$ cat src/rtl/lorenz_stepper.sv
// rtl/lorenz_stepper.sv - forward-Euler Lorenz solver, one shared multiplier, handshaked runs
module lorenz_stepper #(
  parameter int WIDTH    = 27,
  parameter int FRAC     = 20,
  parameter int DT_SHIFT = 8,
  parameter int DECIM    = 1,
  parameter int CNT_W    = 32,
  parameter int SATURATE = 1
) (
  input  logic                    clk,
  input  logic                    reset,
  input  logic                    start,
  input  logic                    stop,
  input  logic [CNT_W-1:0]        num_steps,
  input  logic signed [WIDTH-1:0] initial_x,
  input  logic signed [WIDTH-1:0] initial_y,
  input  logic signed [WIDTH-1:0] initial_z,
  input  logic signed [WIDTH-1:0] sigma,
  input  logic signed [WIDTH-1:0] rho,
  input  logic signed [WIDTH-1:0] beta,
  output logic signed [WIDTH-1:0] x_out,
  output logic signed [WIDTH-1:0] y_out,
  output logic signed [WIDTH-1:0] z_out,
  output logic                    sample_valid,
  output logic                    busy,
  output logic                    done,
  output logic [CNT_W-1:0]        step_count,
  output logic                    overflow
);
  localparam int PW = 2 * WIDTH;
  localparam int DW = $clog2(DECIM + 1);
  localparam logic signed [PW-1:0]    MAXV = {{(PW-WIDTH+1){1'b0}}, {(WIDTH-1){1'b1}}};
  localparam logic signed [PW-1:0]    MINV = {{(PW-WIDTH+1){1'b1}}, {(WIDTH-1){1'b0}}};
  localparam logic signed [WIDTH-1:0] MAXW = {1'b0, {(WIDTH-1){1'b1}}};
  localparam logic signed [WIDTH-1:0] MINW = {1'b1, {(WIDTH-1){1'b0}}};

  typedef enum logic [2:0] {IDLE, M0, M1, M2, M3, UPD} state_t;
  state_t state, state_nx;

  logic signed [WIDTH-1:0] sig_r, rho_r, beta_r;
  logic [CNT_W-1:0]        nsteps_r;
  logic [DW-1:0]           dec_cnt;
  logic                    stop_pend;
  logic signed [PW-1:0]    p0, p1, p2, p3;

  function automatic logic signed [WIDTH:0] sx1(input logic signed [WIDTH-1:0] v);
    return {v[WIDTH-1], v};
  endfunction

  function automatic logic signed [PW-1:0] sx2(input logic signed [WIDTH-1:0] v);
    return {{(PW-WIDTH){v[WIDTH-1]}}, v};
  endfunction

  function automatic logic out_of_range(input logic signed [PW-1:0] v);
    return (v > MAXV) || (v < MINV);
  endfunction

  function automatic logic signed [WIDTH-1:0] fit(input logic signed [PW-1:0] v);
    if (SATURATE != 0 && v > MAXV) return MAXW;
    if (SATURATE != 0 && v < MINV) return MINW;
    return v[WIDTH-1:0];
  endfunction

  // Operands are one bit wider than the state so (y-x) and (rho-z) never wrap.
  logic signed [WIDTH:0]     mul_a, mul_b;
  logic signed [2*WIDTH+1:0] mul_full;
  logic signed [PW-1:0]      mul_p;

  always_comb begin
    mul_a = '0;
    mul_b = '0;
    case (state)
      M0: begin mul_a = sx1(sig_r);  mul_b = sx1(y_out) - sx1(x_out); end
      M1: begin mul_a = sx1(x_out);  mul_b = sx1(rho_r) - sx1(z_out); end
      M2: begin mul_a = sx1(x_out);  mul_b = sx1(y_out);              end
      M3: begin mul_a = sx1(beta_r); mul_b = sx1(z_out);              end
      default: ;
    endcase
    mul_full = mul_a * mul_b;
    mul_p    = PW'(mul_full >>> FRAC);
  end

  logic signed [PW-1:0] dy, dz, nx_w, ny_w, nz_w;
  logic [CNT_W-1:0]     cnt_inc;
  logic [DW-1:0]        dec_inc;
  logic                 finish, step_ovf;

  always_comb begin
    dy       = p1 - sx2(y_out);
    dz       = p2 - p3;
    nx_w     = sx2(x_out) + (p0 >>> DT_SHIFT);
    ny_w     = sx2(y_out) + (dy >>> DT_SHIFT);
    nz_w     = sx2(z_out) + (dz >>> DT_SHIFT);
    step_ovf = out_of_range(nx_w) || out_of_range(ny_w) || out_of_range(nz_w);
    cnt_inc  = step_count + CNT_W'(1);
    dec_inc  = dec_cnt + DW'(1);
    // A stop arriving in the UPD cycle itself still ends the run at this boundary.
    finish   = (cnt_inc == nsteps_r) || stop_pend || stop;
  end

  always_comb begin
    state_nx = state;
    case (state)
      IDLE:    if (start && num_steps != '0) state_nx = M0;
      M0:      state_nx = M1;
      M1:      state_nx = M2;
      M2:      state_nx = M3;
      M3:      state_nx = UPD;
      UPD:     state_nx = finish ? IDLE : M0;
      default: state_nx = IDLE;
    endcase
  end

  always_ff @(posedge clk or posedge reset) begin
    if (reset) state <= IDLE;
    else       state <= state_nx;
  end

  always_ff @(posedge clk or posedge reset) begin
    if (reset) begin
      sig_r <= '0; rho_r <= '0; beta_r <= '0; nsteps_r <= '0;
      x_out <= '0; y_out <= '0; z_out <= '0;
      p0 <= '0; p1 <= '0; p2 <= '0; p3 <= '0;
      dec_cnt <= '0; stop_pend <= 1'b0; step_count <= '0;
      overflow <= 1'b0; busy <= 1'b0; done <= 1'b0; sample_valid <= 1'b0;
    end else begin
      done         <= 1'b0;
      sample_valid <= 1'b0;
      if (state != IDLE && stop) stop_pend <= 1'b1;
      case (state)
        IDLE: if (start) begin
          sig_r <= sigma; rho_r <= rho; beta_r <= beta; nsteps_r <= num_steps;
          x_out <= initial_x; y_out <= initial_y; z_out <= initial_z;
          step_count <= '0; overflow <= 1'b0; dec_cnt <= '0; stop_pend <= 1'b0;
          if (num_steps == '0) done <= 1'b1;
          else                 busy <= 1'b1;
        end
        M0: p0 <= mul_p;
        M1: p1 <= mul_p;
        M2: p2 <= mul_p;
        M3: p3 <= mul_p;
        UPD: begin
          x_out      <= fit(nx_w);
          y_out      <= fit(ny_w);
          z_out      <= fit(nz_w);
          step_count <= cnt_inc;
          stop_pend  <= 1'b0;
          if (step_ovf) overflow <= 1'b1;
          if (dec_inc == DW'(DECIM)) begin
            dec_cnt      <= '0;
            sample_valid <= 1'b1;
          end else begin
            dec_cnt <= dec_inc;
          end
          if (finish) begin
            done <= 1'b1;
            busy <= 1'b0;
          end
        end
        default: ;
      endcase
    end
  end
endmodule

$ cat config.mk
export PLATFORM = sky130hd
export DESIGN_NAME = lorenz_stepper
export DESIGN_NICKNAME = d
export VERILOG_FILES = /design/src/rtl/lorenz_stepper.sv
export SDC_FILE = /design/constraint.sdc
export NUM_CORES = 2
export LEC_CHECK = 0
export BUFFER_PORTS_ARGS = -buffer_cell sky130_fd_sc_hd__buf_2
export CORE_ASPECT_RATIO = 1.25
export CORE_MARGIN = 1.5
export CORE_UTILIZATION = 57
export DETAILED_ROUTE_END_ITERATION = 6
export MAX_ROUTING_LAYER = met4
export PLACE_DENSITY_LB_ADDON = 0.08
export SKIP_LAST_GASP = 1
export SLEW_MARGIN = 20
export SYNTH_ARGS = -nofsm -noshare
export SYNTH_HDL_FRONTEND = slang
export SYNTH_SLANG_ARGS = --single-unit
$ cat constraint.sdc
create_clock -name clk -period 13.54 [get_ports clk]
set_input_delay 2.031 -clock clk [delete_from_list [all_inputs] [get_ports clk]]
set_output_delay 2.031 -clock clk [all_outputs]
set_load 0.02 [all_outputs]
==> results_dict.tcl <==
set metrics [dict create \
    r2r-start "z_out[1]" \
    whs_path_depth 2 \
    cp_max_fo 13 \
    syn_area_per_cell_um2 8.54 \
    hold_class "flip-flop to flip-flop" \
    clockBufferDepth 3 \
    drcViolationCount 0 \
    place_hpwl_mm 154 \
    period_needed_ns 11.92 \
    r2r-end "p1[35]" \
    reg2reg_slack_ns 1.62 \
    slowest_stage "a2111oi_0" \
    cts_resized 0 \
    critical_path_arrival_ns 12.38 \
    drv_slew 0 \
    clk_pin_slew_worst_paths_ns 0.06 \
    end_kind "flip-flop" \
    grt_max_degree 145 \
    dieWidth_um 277 \
    yosysUniqueCellTypes 87 \
    post_cts_buffers 0 \
    syn-num-nets 7652 \
    start_util_pct 57.5 \
    crit_path_max_incr_delay_ns 0.86 \
    clk_latency_ns 0.62 \
    synth_area_mm2 0.0534 \
    gp_congestion 1.06 \
    antenna_found_initial 10 \
    fmax_mhz 83.9 \
    rows 125 \
    rr_worst_depth 34 \
    die_area_mm2 0.0955 \
    clkSinkCount 370 \
    grt_pass1_vias 47600 \
    synth_top_area_share_pct 30.3 \
    rsz0062_at_grt "false" \
    viasPerCell 6.07 \
    coreArea_mm2 0.0929 \
    worst_path_most_repeated_cell "fa_1" \
    synth_seq_cells 370 \
    avgRoutedWirePerCell_um 25.2 \
    fin_setup_tns_ns 0 \
    die_y_um 345 \
    synth_area_leaders "fa_1 (30%), dfrtp_1 (17%), ha_1 (9.1%)" \
    htree_num_levels 2 \
    fin_crit_sh_pct 88.0 \
    drt-initial-drc-count 4143 \
    layout.nets 7837 \
    cts_made_buffers 44 \
    whs_endpoint "beta_r[23]" \
    setup_viol 0 \
    ios 315 \
    tightestPinTransition_ns 1.22 \
    synthCells 6255 \
    drv_cap 0 \
    grt_usage_pct 42.3 \
    finClkSkew_ns 0.0208 \
    yosys.area.top_type "fa_1" \
    vias 46700 \
    finalHoldViolations 0 \
    ys_warn_count 0 \
    drive_above_1_share_pct 8.84 \
    hold_buffers 0 \
    min-delay-start "beta_r[23]" \
    antenna_left 0 \
    wl_mm 194 \
    synth_ff_type "dfrtp_1" \
    synth_edf_count 0 \
    ys_seq_area_share_pct 17.3 \
    grt_pass1_wl_mm 293 \
    slew_headroom_pct 18.6 \
    grt_overflow 0 \
    port_buffers 314 \
    cts_tree "built" \
    ys_async_sr_fraction_pct 100 \
    num-fill-cells 8312 \
    critPathKind "flip-flop to flip-flop" \
    area_delta_synth_final_pct 8.81 \
    root_buffer "clkbuf_16" \
    cp_data_required_time_ns 14.00 \
    status "finished, final reports clean" \
    start_kind "flip-flop" \
    worstSetupStartpoint "z_out[1]" \
    first_pass_iters 6 \
]
[state kept, by name (all words and copies together), names as in the netlist, 3 cells and up]
name and cells:
rho_r 27, p1 36, step_count 32, p0 28, y_out 27, beta_r 27
state 3, x_out 27, p3 36, p2 36, z_out 27, nsteps_r 32
sig_r 27
[per-stage QoR]
stage	utilization, %	area [um^2]	instances	setup WS, ns	hold slack (ns)
2_1_floorplan	-	53400	6255	1.24	0.441
3_3_place_gp	60.9	56500	7599	2.16	0.458
3_5_place_dp	60.9	56600	7600	1.91	0.462
4_1_cts	62.5	58100	7680	1.88	0.478
5_1_grt	62.5	58100	7687	1.17	0.500
6_report	62.5	58100	7689	1.62	0.475
[cell type report]
cell class | instances | area, um^2 | area share, %
Timing Repair Buffer | 414 | 2340 | 4.02
Clock inverter | 25 | 305 | 0.525
Antenna cell | 9 | 22.5 | 0.0388
Inverter | 1013 | 3810 | 6.56
Tap cell | 1206 | 1510 | 2.60
Multi-Input combinational cell | 4597 | 39600 | 68.2
Clock buffer | 55 | 1210 | 2.09
Sequential cell | 370 | 9260 | 15.9
[kinds of logic after synthesis]
family / count (synthesis) / share of synthesized area (%)
fa+ha+maj: 1199 / 39.5
compound gates: 1095 / 13.4
flops: 370 / 17.3
buf+inv: 1288 / 9.13
xor+xnor: 257 / 4.22
mux: 8 / 0.150
simple gates: 2038 / 16.3
[cell usage in the layout, fill, tap and decap left out, drive strengths merged, types with 9 or more instances in the layout]
| cell type | instances |
|---|---|
| a2111oi | 10 |
| a211oi | 50 |
| a21o | 116 |
| a21oi | 229 |
| a221oi | 12 |
| a22oi | 60 |
| a31oi | 50 |
| a32oi | 33 |
| and2 | 79 |
| and3 | 19 |
| and4 | 10 |
| buf | 414 |
| clkbuf | 55 |
| clkinv | 15 |
| dfrtp | 370 |
| diode | 9 |
| fa | 809 |
| ha | 390 |
| inv | 1015 |
| nand2 | 1280 |
| nand2b | 64 |
| nand3 | 65 |
| nand4 | 39 |
| nor2 | 339 |
| nor2b | 40 |
| nor3 | 35 |
| nor4 | 21 |
| o211ai | 23 |
| o21a | 35 |
| o21ai | 282 |
| o21bai | 36 |
| o22a | 18 |
| o22ai | 32 |
| o31ai | 22 |
| or3 | 12 |
| xnor2 | 155 |
| xor2 | 102 |
[metal layers]
layer / routed length, um / track usage (%)
met4: 16000 / 27.1
met5: 0 / -
met2: 87400 / 64.6
met1: 73300 / 52.4
met3: 17100 / 6.99
[critical path, delay by kind of cell (launching register included)]
family,cells,cell delay (ns)
AO/OA/AOI/OAI,13,4.64
XOR/XNOR,2,0.41
buffers and inverters,4,0.34
AND/OR/NAND/NOR,5,1.61
adder cells (fa/ha/maj),10,4.38
flip-flops,1,0.41
[Yosys cell counts (102+ instances only)]
library cell  instances
clkbuf_1            243
nand2_1            1280
xnor2_1             155
a21oi_1             228
ha_1                390
a21o_1              115
nor2_1              338
xor2_1              102
dfrtp_1             370
inv_1              1012
fa_1                809
o21ai_0             268
[how the worst max path moves through the flow]
stage,cells after the start,endpoint
final,34,p1[35]
after detailed placement,34,p1[35]
after CTS,34,p1[35]
after global routing,38,p0[35]
after floorplan,1,beta_r[0]
after global placement,34,p1[35]
Power is not shown: default switching activity piles up to over one toggle a cycle in this logic, so the estimate is an artifact.
